## config.mk

```make
export PLATFORM = sky130hd
export DESIGN_NAME = issue_ctrl_flat
export DESIGN_NICKNAME = d
export VERILOG_FILES = /design/src/rtl/issue_ctrl_pkg.sv /design/src/rtl/issue_ctrl_if.sv /design/src/rtl/issue_ctrl_scoreboard.sv /design/src/rtl/issue_ctrl.sv /design/src/flat_wrapper.sv
export SDC_FILE = /design/constraint.sdc
export NUM_CORES = 1
export LEC_CHECK = 0
export CORE_ASPECT_RATIO = 2
export CORE_MARGIN = 2
export CORE_UTILIZATION = 45
export DETAILED_ROUTE_END_ITERATION = 6
export PLACE_DENSITY = 0.83
export SKIP_CTS_REPAIR_TIMING = 1
export SYNTH_ARGS = -nofsm -noshare
export SYNTH_HDL_FRONTEND = slang
export SYNTH_HIERARCHICAL = 1
export SYNTH_SLANG_ARGS = --single-unit
```

## constraint.sdc

```tcl
create_clock -name clk -period 15.7 [get_ports clk]
set_clock_uncertainty 0.15 [all_clocks]
set_input_delay 4.71 -clock clk [delete_from_list [all_inputs] [get_ports clk]]
set_output_delay 4.71 -clock clk [all_outputs]
set_load 0.005 [all_outputs]
```

## src/rtl/issue_ctrl_pkg.sv

```systemverilog
// Shared widths, entry record and FSM state encoding for the issue controller.
package issue_ctrl_pkg;

   localparam int XLEN            = 32;
   localparam int NB_UNIT         = 6;
   localparam int NB_OPERATION    = 6;
   localparam int ISSUE_PAYLOAD_W = 64;
   localparam int NB_REG          = 32;

   typedef logic [4:0] reg_adr_t;

   typedef struct packed {
      logic                       rd_v;
      reg_adr_t                   rd_adr;
      logic                       rs1_v;
      reg_adr_t                   rs1_adr;
      logic                       rs2_v;
      reg_adr_t                   rs2_adr;
      logic [NB_UNIT-1:0]         unit;
      logic [NB_OPERATION-1:0]    operation;
      logic                       serial;
      logic [ISSUE_PAYLOAD_W-1:0] payload;
   } issue_entry_t;

   typedef enum logic [1:0] {
      ST_EMPTY = 2'd0,
      ST_HOLD  = 2'd1,
      ST_DRAIN = 2'd2
   } issue_state_t;

   function automatic logic [NB_REG-1:0] reg_onehot(input logic v, input reg_adr_t adr);
      return v ? (NB_REG'(1) << adr) : '0;
   endfunction

endpackage

```

## src/rtl/issue_ctrl_if.sv

```systemverilog
// Decoder-to-controller and controller-to-execution handshake bundle.
interface issue_ctrl_if;
   import issue_ctrl_pkg::*;

   logic                       dec_valid_i;
   logic                       dec_ready_o;
   logic                       dec_rd_v_i;
   reg_adr_t                   dec_rd_adr_i;
   logic                       dec_rs1_v_i;
   reg_adr_t                   dec_rs1_adr_i;
   logic                       dec_rs2_v_i;
   reg_adr_t                   dec_rs2_adr_i;
   logic [NB_UNIT-1:0]         dec_unit_i;
   logic [NB_OPERATION-1:0]    dec_operation_i;
   logic                       dec_serial_i;
   logic [ISSUE_PAYLOAD_W-1:0] dec_payload_i;

   logic [NB_UNIT-1:0]         exe_unit_ready_i;
   logic                       exe_valid_o;
   logic [NB_UNIT-1:0]         exe_unit_o;
   logic [NB_OPERATION-1:0]    exe_operation_o;
   logic                       exe_rd_v_o;
   reg_adr_t                   exe_rd_adr_o;
   reg_adr_t                   exe_rs1_adr_o;
   reg_adr_t                   exe_rs2_adr_o;
   logic [ISSUE_PAYLOAD_W-1:0] exe_payload_o;

   // environment side: decoder and execution units
   modport master (
      output dec_valid_i, dec_rd_v_i, dec_rd_adr_i, dec_rs1_v_i, dec_rs1_adr_i,
             dec_rs2_v_i, dec_rs2_adr_i, dec_unit_i, dec_operation_i, dec_serial_i,
             dec_payload_i, exe_unit_ready_i,
      input  dec_ready_o, exe_valid_o, exe_unit_o, exe_operation_o, exe_rd_v_o,
             exe_rd_adr_o, exe_rs1_adr_o, exe_rs2_adr_o, exe_payload_o
   );

   modport slave (
      input  dec_valid_i, dec_rd_v_i, dec_rd_adr_i, dec_rs1_v_i, dec_rs1_adr_i,
             dec_rs2_v_i, dec_rs2_adr_i, dec_unit_i, dec_operation_i, dec_serial_i,
             dec_payload_i, exe_unit_ready_i,
      output dec_ready_o, exe_valid_o, exe_unit_o, exe_operation_o, exe_rd_v_o,
             exe_rd_adr_o, exe_rs1_adr_o, exe_rs2_adr_o, exe_payload_o
   );

endinterface

```

## src/rtl/issue_ctrl_scoreboard.sv

```systemverilog
// In-flight destination scoreboard with same-cycle writeback bypass and hazard compare.
module issue_ctrl_scoreboard
   import issue_ctrl_pkg::*;
(
   input  logic     clk,
   input  logic     rst,
   input  logic     set_v,
   input  reg_adr_t set_adr,
   input  logic     wbk_v,
   input  reg_adr_t wbk_adr,
   input  logic     rs1_v,
   input  reg_adr_t rs1_adr,
   input  logic     rs2_v,
   input  reg_adr_t rs2_adr,
   input  logic     rd_v,
   input  reg_adr_t rd_adr,
   output logic     hazard,
   output logic     eff_zero,
   output logic     any_pending
);

   logic [NB_REG-1:0] pending;
   logic [NB_REG-1:0] pending_eff;
   logic [NB_REG-1:0] set_mask;
   logic [NB_REG-1:0] clr_mask;

   always_comb begin
      clr_mask    = reg_onehot(wbk_v, wbk_adr);
      set_mask    = reg_onehot(set_v, set_adr) & ~NB_REG'(1);
      pending_eff = pending & ~clr_mask;
      hazard      = (rs1_v & pending_eff[rs1_adr])
                  | (rs2_v & pending_eff[rs2_adr])
                  | (rd_v  & pending_eff[rd_adr]);
      eff_zero    = (pending_eff == '0);
      any_pending = |pending;
   end

   // set after clear so an issue and a writeback to the same register leave it pending
   always_ff @(posedge clk) begin
      if (rst) pending <= '0;
      else     pending <= (pending_eff | set_mask) & ~NB_REG'(1);
   end

endmodule

```

## src/rtl/issue_ctrl.sv

```systemverilog
// Single-entry issue stage: holds one decoded instruction and releases it when hazards clear.
//   state    | meaning
//   ST_EMPTY | no instruction held
//   ST_HOLD  | instruction held, waiting for operands/unit or issuing
//   ST_DRAIN | serial instruction held, waiting for all in-flight writes
module issue_ctrl
   import issue_ctrl_pkg::*;
(
   input  logic           clk,
   input  logic           rst,
   issue_ctrl_if.slave    bus,
   input  logic           wbk_v_i,
   input  reg_adr_t       wbk_adr_i,
   input  logic           flush_i,
   output logic           busy_o
);

   issue_state_t state;
   issue_entry_t entry;
   issue_entry_t new_entry;
   logic         entry_v;
   logic         unit_rdy;
   logic         hazard;
   logic         eff_zero;
   logic         any_pending;
   logic         issue;
   logic         dec_ready;
   logic         capture;

   always_comb begin
      new_entry           = '0;
      new_entry.rd_v      = bus.dec_rd_v_i;
      new_entry.rd_adr    = bus.dec_rd_adr_i;
      new_entry.rs1_v     = bus.dec_rs1_v_i;
      new_entry.rs1_adr   = bus.dec_rs1_adr_i;
      new_entry.rs2_v     = bus.dec_rs2_v_i;
      new_entry.rs2_adr   = bus.dec_rs2_adr_i;
      new_entry.unit      = bus.dec_unit_i;
      new_entry.operation = bus.dec_operation_i;
      new_entry.serial    = bus.dec_serial_i;
      new_entry.payload   = bus.dec_payload_i;
   end

   always_comb begin
      entry_v   = (state != ST_EMPTY);
      unit_rdy  = (entry.unit == '0) | (|(entry.unit & bus.exe_unit_ready_i));
      issue     = entry_v & ~flush_i & ~hazard & unit_rdy & (~entry.serial | eff_zero);
      dec_ready = ~rst & ~flush_i & (~entry_v | issue);
      capture   = bus.dec_valid_i & dec_ready;
   end

   issue_ctrl_scoreboard u_sb (
      .clk         (clk),
      .rst         (rst),
      .set_v       (issue & entry.rd_v),
      .set_adr     (entry.rd_adr),
      .wbk_v       (wbk_v_i),
      .wbk_adr     (wbk_adr_i),
      .rs1_v       (entry.rs1_v),
      .rs1_adr     (entry.rs1_adr),
      .rs2_v       (entry.rs2_v),
      .rs2_adr     (entry.rs2_adr),
      .rd_v        (entry.rd_v),
      .rd_adr      (entry.rd_adr),
      .hazard      (hazard),
      .eff_zero    (eff_zero),
      .any_pending (any_pending)
   );

   always_ff @(posedge clk) begin
      if (rst) begin
         state <= ST_EMPTY;
         entry <= '0;
      end else if (flush_i) begin
         state <= ST_EMPTY;
      end else if (capture) begin
         entry <= new_entry;
         state <= bus.dec_serial_i ? ST_DRAIN : ST_HOLD;
      end else if (issue) begin
         state <= ST_EMPTY;
      end else if (entry_v) begin
         state <= entry.serial ? ST_DRAIN : ST_HOLD;
      end
   end

   assign bus.dec_ready_o     = dec_ready;
   assign bus.exe_valid_o     = issue;
   assign bus.exe_unit_o      = entry.unit;
   assign bus.exe_operation_o = entry.operation;
   assign bus.exe_rd_v_o      = entry.rd_v;
   assign bus.exe_rd_adr_o    = entry.rd_adr;
   assign bus.exe_rs1_adr_o   = entry.rs1_adr;
   assign bus.exe_rs2_adr_o   = entry.rs2_adr;
   assign bus.exe_payload_o   = entry.payload;
   assign busy_o              = entry_v | any_pending;

endmodule

```

## src/flat_wrapper.sv

```systemverilog
// flat-port wrapper written by rule: the top's interface ports become plain ports
module issue_ctrl_flat import issue_ctrl_pkg::*;
  (clk, rst, wbk_v_i, wbk_adr_i, flush_i, busy_o, bus_dec_valid_i, bus_dec_rd_v_i, bus_dec_rd_adr_i, bus_dec_rs1_v_i, bus_dec_rs1_adr_i, bus_dec_rs2_v_i, bus_dec_rs2_adr_i, bus_dec_unit_i, bus_dec_operation_i, bus_dec_serial_i, bus_dec_payload_i, bus_exe_unit_ready_i, bus_dec_ready_o, bus_exe_valid_o, bus_exe_unit_o, bus_exe_operation_o, bus_exe_rd_v_o, bus_exe_rd_adr_o, bus_exe_rs1_adr_o, bus_exe_rs2_adr_o, bus_exe_payload_o);
  issue_ctrl_if bus_i ();
  input  logic clk;
  input  logic rst;
  input  logic wbk_v_i;
  input  reg_adr_t wbk_adr_i;
  input  logic flush_i;
  output logic busy_o;
  input wire logic [$bits(bus_i.dec_valid_i)-1:0] bus_dec_valid_i;
  input wire logic [$bits(bus_i.dec_rd_v_i)-1:0] bus_dec_rd_v_i;
  input wire logic [$bits(bus_i.dec_rd_adr_i)-1:0] bus_dec_rd_adr_i;
  input wire logic [$bits(bus_i.dec_rs1_v_i)-1:0] bus_dec_rs1_v_i;
  input wire logic [$bits(bus_i.dec_rs1_adr_i)-1:0] bus_dec_rs1_adr_i;
  input wire logic [$bits(bus_i.dec_rs2_v_i)-1:0] bus_dec_rs2_v_i;
  input wire logic [$bits(bus_i.dec_rs2_adr_i)-1:0] bus_dec_rs2_adr_i;
  input wire logic [$bits(bus_i.dec_unit_i)-1:0] bus_dec_unit_i;
  input wire logic [$bits(bus_i.dec_operation_i)-1:0] bus_dec_operation_i;
  input wire logic [$bits(bus_i.dec_serial_i)-1:0] bus_dec_serial_i;
  input wire logic [$bits(bus_i.dec_payload_i)-1:0] bus_dec_payload_i;
  input wire logic [$bits(bus_i.exe_unit_ready_i)-1:0] bus_exe_unit_ready_i;
  output wire logic [$bits(bus_i.dec_ready_o)-1:0] bus_dec_ready_o;
  output wire logic [$bits(bus_i.exe_valid_o)-1:0] bus_exe_valid_o;
  output wire logic [$bits(bus_i.exe_unit_o)-1:0] bus_exe_unit_o;
  output wire logic [$bits(bus_i.exe_operation_o)-1:0] bus_exe_operation_o;
  output wire logic [$bits(bus_i.exe_rd_v_o)-1:0] bus_exe_rd_v_o;
  output wire logic [$bits(bus_i.exe_rd_adr_o)-1:0] bus_exe_rd_adr_o;
  output wire logic [$bits(bus_i.exe_rs1_adr_o)-1:0] bus_exe_rs1_adr_o;
  output wire logic [$bits(bus_i.exe_rs2_adr_o)-1:0] bus_exe_rs2_adr_o;
  output wire logic [$bits(bus_i.exe_payload_o)-1:0] bus_exe_payload_o;
  assign bus_i.dec_valid_i = bus_dec_valid_i;
  assign bus_i.dec_rd_v_i = bus_dec_rd_v_i;
  assign bus_i.dec_rd_adr_i = bus_dec_rd_adr_i;
  assign bus_i.dec_rs1_v_i = bus_dec_rs1_v_i;
  assign bus_i.dec_rs1_adr_i = bus_dec_rs1_adr_i;
  assign bus_i.dec_rs2_v_i = bus_dec_rs2_v_i;
  assign bus_i.dec_rs2_adr_i = bus_dec_rs2_adr_i;
  assign bus_i.dec_unit_i = bus_dec_unit_i;
  assign bus_i.dec_operation_i = bus_dec_operation_i;
  assign bus_i.dec_serial_i = bus_dec_serial_i;
  assign bus_i.dec_payload_i = bus_dec_payload_i;
  assign bus_i.exe_unit_ready_i = bus_exe_unit_ready_i;
  assign bus_dec_ready_o = bus_i.dec_ready_o;
  assign bus_exe_valid_o = bus_i.exe_valid_o;
  assign bus_exe_unit_o = bus_i.exe_unit_o;
  assign bus_exe_operation_o = bus_i.exe_operation_o;
  assign bus_exe_rd_v_o = bus_i.exe_rd_v_o;
  assign bus_exe_rd_adr_o = bus_i.exe_rd_adr_o;
  assign bus_exe_rs1_adr_o = bus_i.exe_rs1_adr_o;
  assign bus_exe_rs2_adr_o = bus_i.exe_rs2_adr_o;
  assign bus_exe_payload_o = bus_i.exe_payload_o;
  issue_ctrl u_core (.clk(clk), .rst(rst), .bus(bus_i), .wbk_v_i(wbk_v_i), .wbk_adr_i(wbk_adr_i), .flush_i(flush_i), .busy_o(busy_o));
endmodule
```

==> run summary <==
Biggest area consumer among synthesized cells: dfxtp_1
Initial core utilization: 0.456
Crit path max fanout: 13
Main synth FF type: dfxtp_1
Chip height: 185 µm
Clock transition at path regs: 0.06 ns
Most numerous cell in the Yosys netlist: dfxtp_1
NumNets Final: 995
Via density: 5.94
Hold WS: 0.384 ns
Die Width: 94.3 µm
Area delta synth->final: 27.4%
Layout cells sized above 1: 0.158
Share of the synthesized area in the top cell type: 0.349
Setup TNS: 0 ns
Power density over cell area: 106 mW/mm²
WHS Path Cells: 2
Synth Register Bits: 128
Syn avg cell area: 9.24 µm²
Max Freq: 0.0713 GHz
Detailed Route WL: 24,800 µm
Final RePlAce weighted congestion: 1.08
Status: complete, no violations
RSZ-0062 raised after global routing: no
YS warnings: 6
H-tree depth: 4
Hold Crit Start: u_core/entry[64]$_SDFFE_PP0P_
Worst-Skew Late Latency: 0.42 ns
I/O Buffers: 205
Global-route wire length before repair: 37,200 µm
Worst EP arrival: 9.16 ns
Clock sink count: 128
Max Transition Viols Final: 0
Tightest Pin Transition: 1.15 ns
Worst reg2reg path startpoint: u_core/bus.exe_rs2_adr_o[1]$_SDFFE_PP0P_
Final min period: 14.02 ns
Synthesized area: 0.00734 mm²
Via count: 6,543
Worst Setup Start Kind: input port
EDFF count, synth: 0
Root buf cell: clkbuf_16
Total track usage: 0.281
Synth top area cells: dfxtp_1 35%, mux2_2 10%, buf_4 9.3%
Initial antenna violation count: 1
Core box area: 0.0161 mm²
CP Data Required Time: 10.84 ns
Post-route clock period utilization: 0.893
Die ar.: 0.0174 mm²
Final core occ: 0.580
Gate Count Post-Synth: 794
Largest net degree at the start of global routing: 111
Num CTS Buffers: 17
ANT nets after route: 0
Reg-to-reg slack, setup: 10.81 ns
DR WL/cell: 22.5 µm
Hold endpoint: u_core/entry[64]$_SDFFE_PP0P_
Final std cells w/o fill: 1,102
Crit end category: output port
Sequential fraction of the synthesis area: 0.349
Drt pass-1 iters: 6
Vias in the first global route: 6,612
Most frequent cells after synthesis: 128 x dfxtp_1, 98 x nor2b_1, 91 x buf_4, 68 x mux2_2, 52 x nand2_1
First DRT Iteration DRCs: 540
Syn nets: 905
Setup crit start: wbk_adr_i[2]
Async SR Flop Fraction: 0
CP Class: in2out
CTS max path bufs: 2
RR Endpoint: u_core/bus.exe_payload_o[33]$_SDFFE_PP0P_
CTS tree: done
Peak VDD IR: 0.0000803 V
Leak pwr: 3.51 nW
Row count: 66
R2R depth: 10
Total global routing overflow: 0
DRC viols: 0
Final HPWL DP: 17,700 µm
Post-synthesis cell type count: 60
Fin. Hold Viols: 0
Dpl cells: 1,069
IO Pins: 206
Worst slew margin: 0.231
MaxCap Viol Count: 0
Min-delay worst type: reg2reg
Count of final setup violators: 0
## per-layer routing
metal,routed length (µm),share of wire,GRT usage
met5,0,0,0
met1,8760,0.35,0.308
met4,1580,0.064,0.176
met3,2550,0.10,0.0859
met2,11900,0.48,0.464
## cell families after synthesis
| kind of cell | after synthesis | share of synthesized area |
|---|---|---|
| simple gates | 261 | 0.203 |
| buf+inv | 154 | 0.134 |
| compound gates | 145 | 0.133 |
| flops | 128 | 0.349 |
| mux | 106 | 0.181 |
## worst max-delay path, stage by stage
cell	delay [ns]
clkdlybuf4s50_1	0.63
nand3b_1	0.42
o21ai_0	0.66
nand4_1	0.23
or4_1	0.51
nor4_1	0.42
and4_1	0.30
nor2b_4	0.05
or4_1	0.42
a31o_1	0.23
nand2_1	0.07
clkdlybuf4s50_1	0.50
## flip-flops by register name (all words and copies together), names as in the netlist, 3 cells and up
signal / count
u_core/bus.exe_rs1_adr_o: 5
u_core/bus.exe_operation_o: 6
u_core/u_sb/pending: 31
u_core/bus.exe_rs2_adr_o: 5
u_core/bus.exe_payload_o: 64
u_core/entry: 3
u_core/bus.exe_unit_o: 6
u_core/bus.exe_rd_adr_o: 5
## report_power, final
part | internal, mW | switching (mW)
Clock | 0.236 | 0.158
Combinational | 0.129 | 0.0820
Sequential | 0.355 | 0.0324
## metrics by stage
stage                     power (mW)  setup slack [ns]  area [µm²]
final                          0.993              1.68        9350
after global routing            1.03              1.57        9350
after CTS                      0.999              1.88        9350
after detailed placement       0.601              1.90        8760
after global placement         0.599              1.96        8760
after floorplan                0.519              3.46        7340
## worst max path at each step
stage / cells after the start / to
finish: 12 / bus_dec_ready_o
global route: 12 / bus_dec_ready_o
global placement: 12 / bus_dec_ready_o
CTS: 12 / bus_dec_ready_o
detailed placement: 12 / bus_dec_ready_o
floorplan: 10 / bus_dec_ready_o
## final cells by class
type / count / area [µm²]
clock inverters: 14 / 156
repair buffers: 209 / 2080
fillers: 1394 / 6760
well taps: 204 / 255
flip-flops and latches: 128 / 2560
diodes: 1 / 2.50
clock buffers: 18 / 429
multi-input cells: 512 / 3800
inverters: 16 / 60.1
## layout by cell type (no fill, tap or decap), drive strengths merged, types with 8 or more instances in the layout
| master | netlist | layout |
|---|---|---|
| clkdlybuf4s50 | 0 | 204 |
| dfxtp | 128 | 128 |
| nor2b | 99 | 99 |
| mux2 | 95 | 95 |
| nand2 | 52 | 52 |
| a21oi | 39 | 39 |
| o211ai | 30 | 30 |
| o21ai | 27 | 27 |
| nor2 | 21 | 21 |
| inv | 15 | 19 |
| clkbuf | 25 | 18 |
| nand3 | 13 | 13 |
| nand4 | 13 | 13 |
| nor4 | 10 | 10 |
| nand2b | 9 | 9 |
| o2111ai | 9 | 9 |
| nand3b | 8 | 8 |
| clkinv | 1 | 8 |
Power figures use the tool's default switching activity.
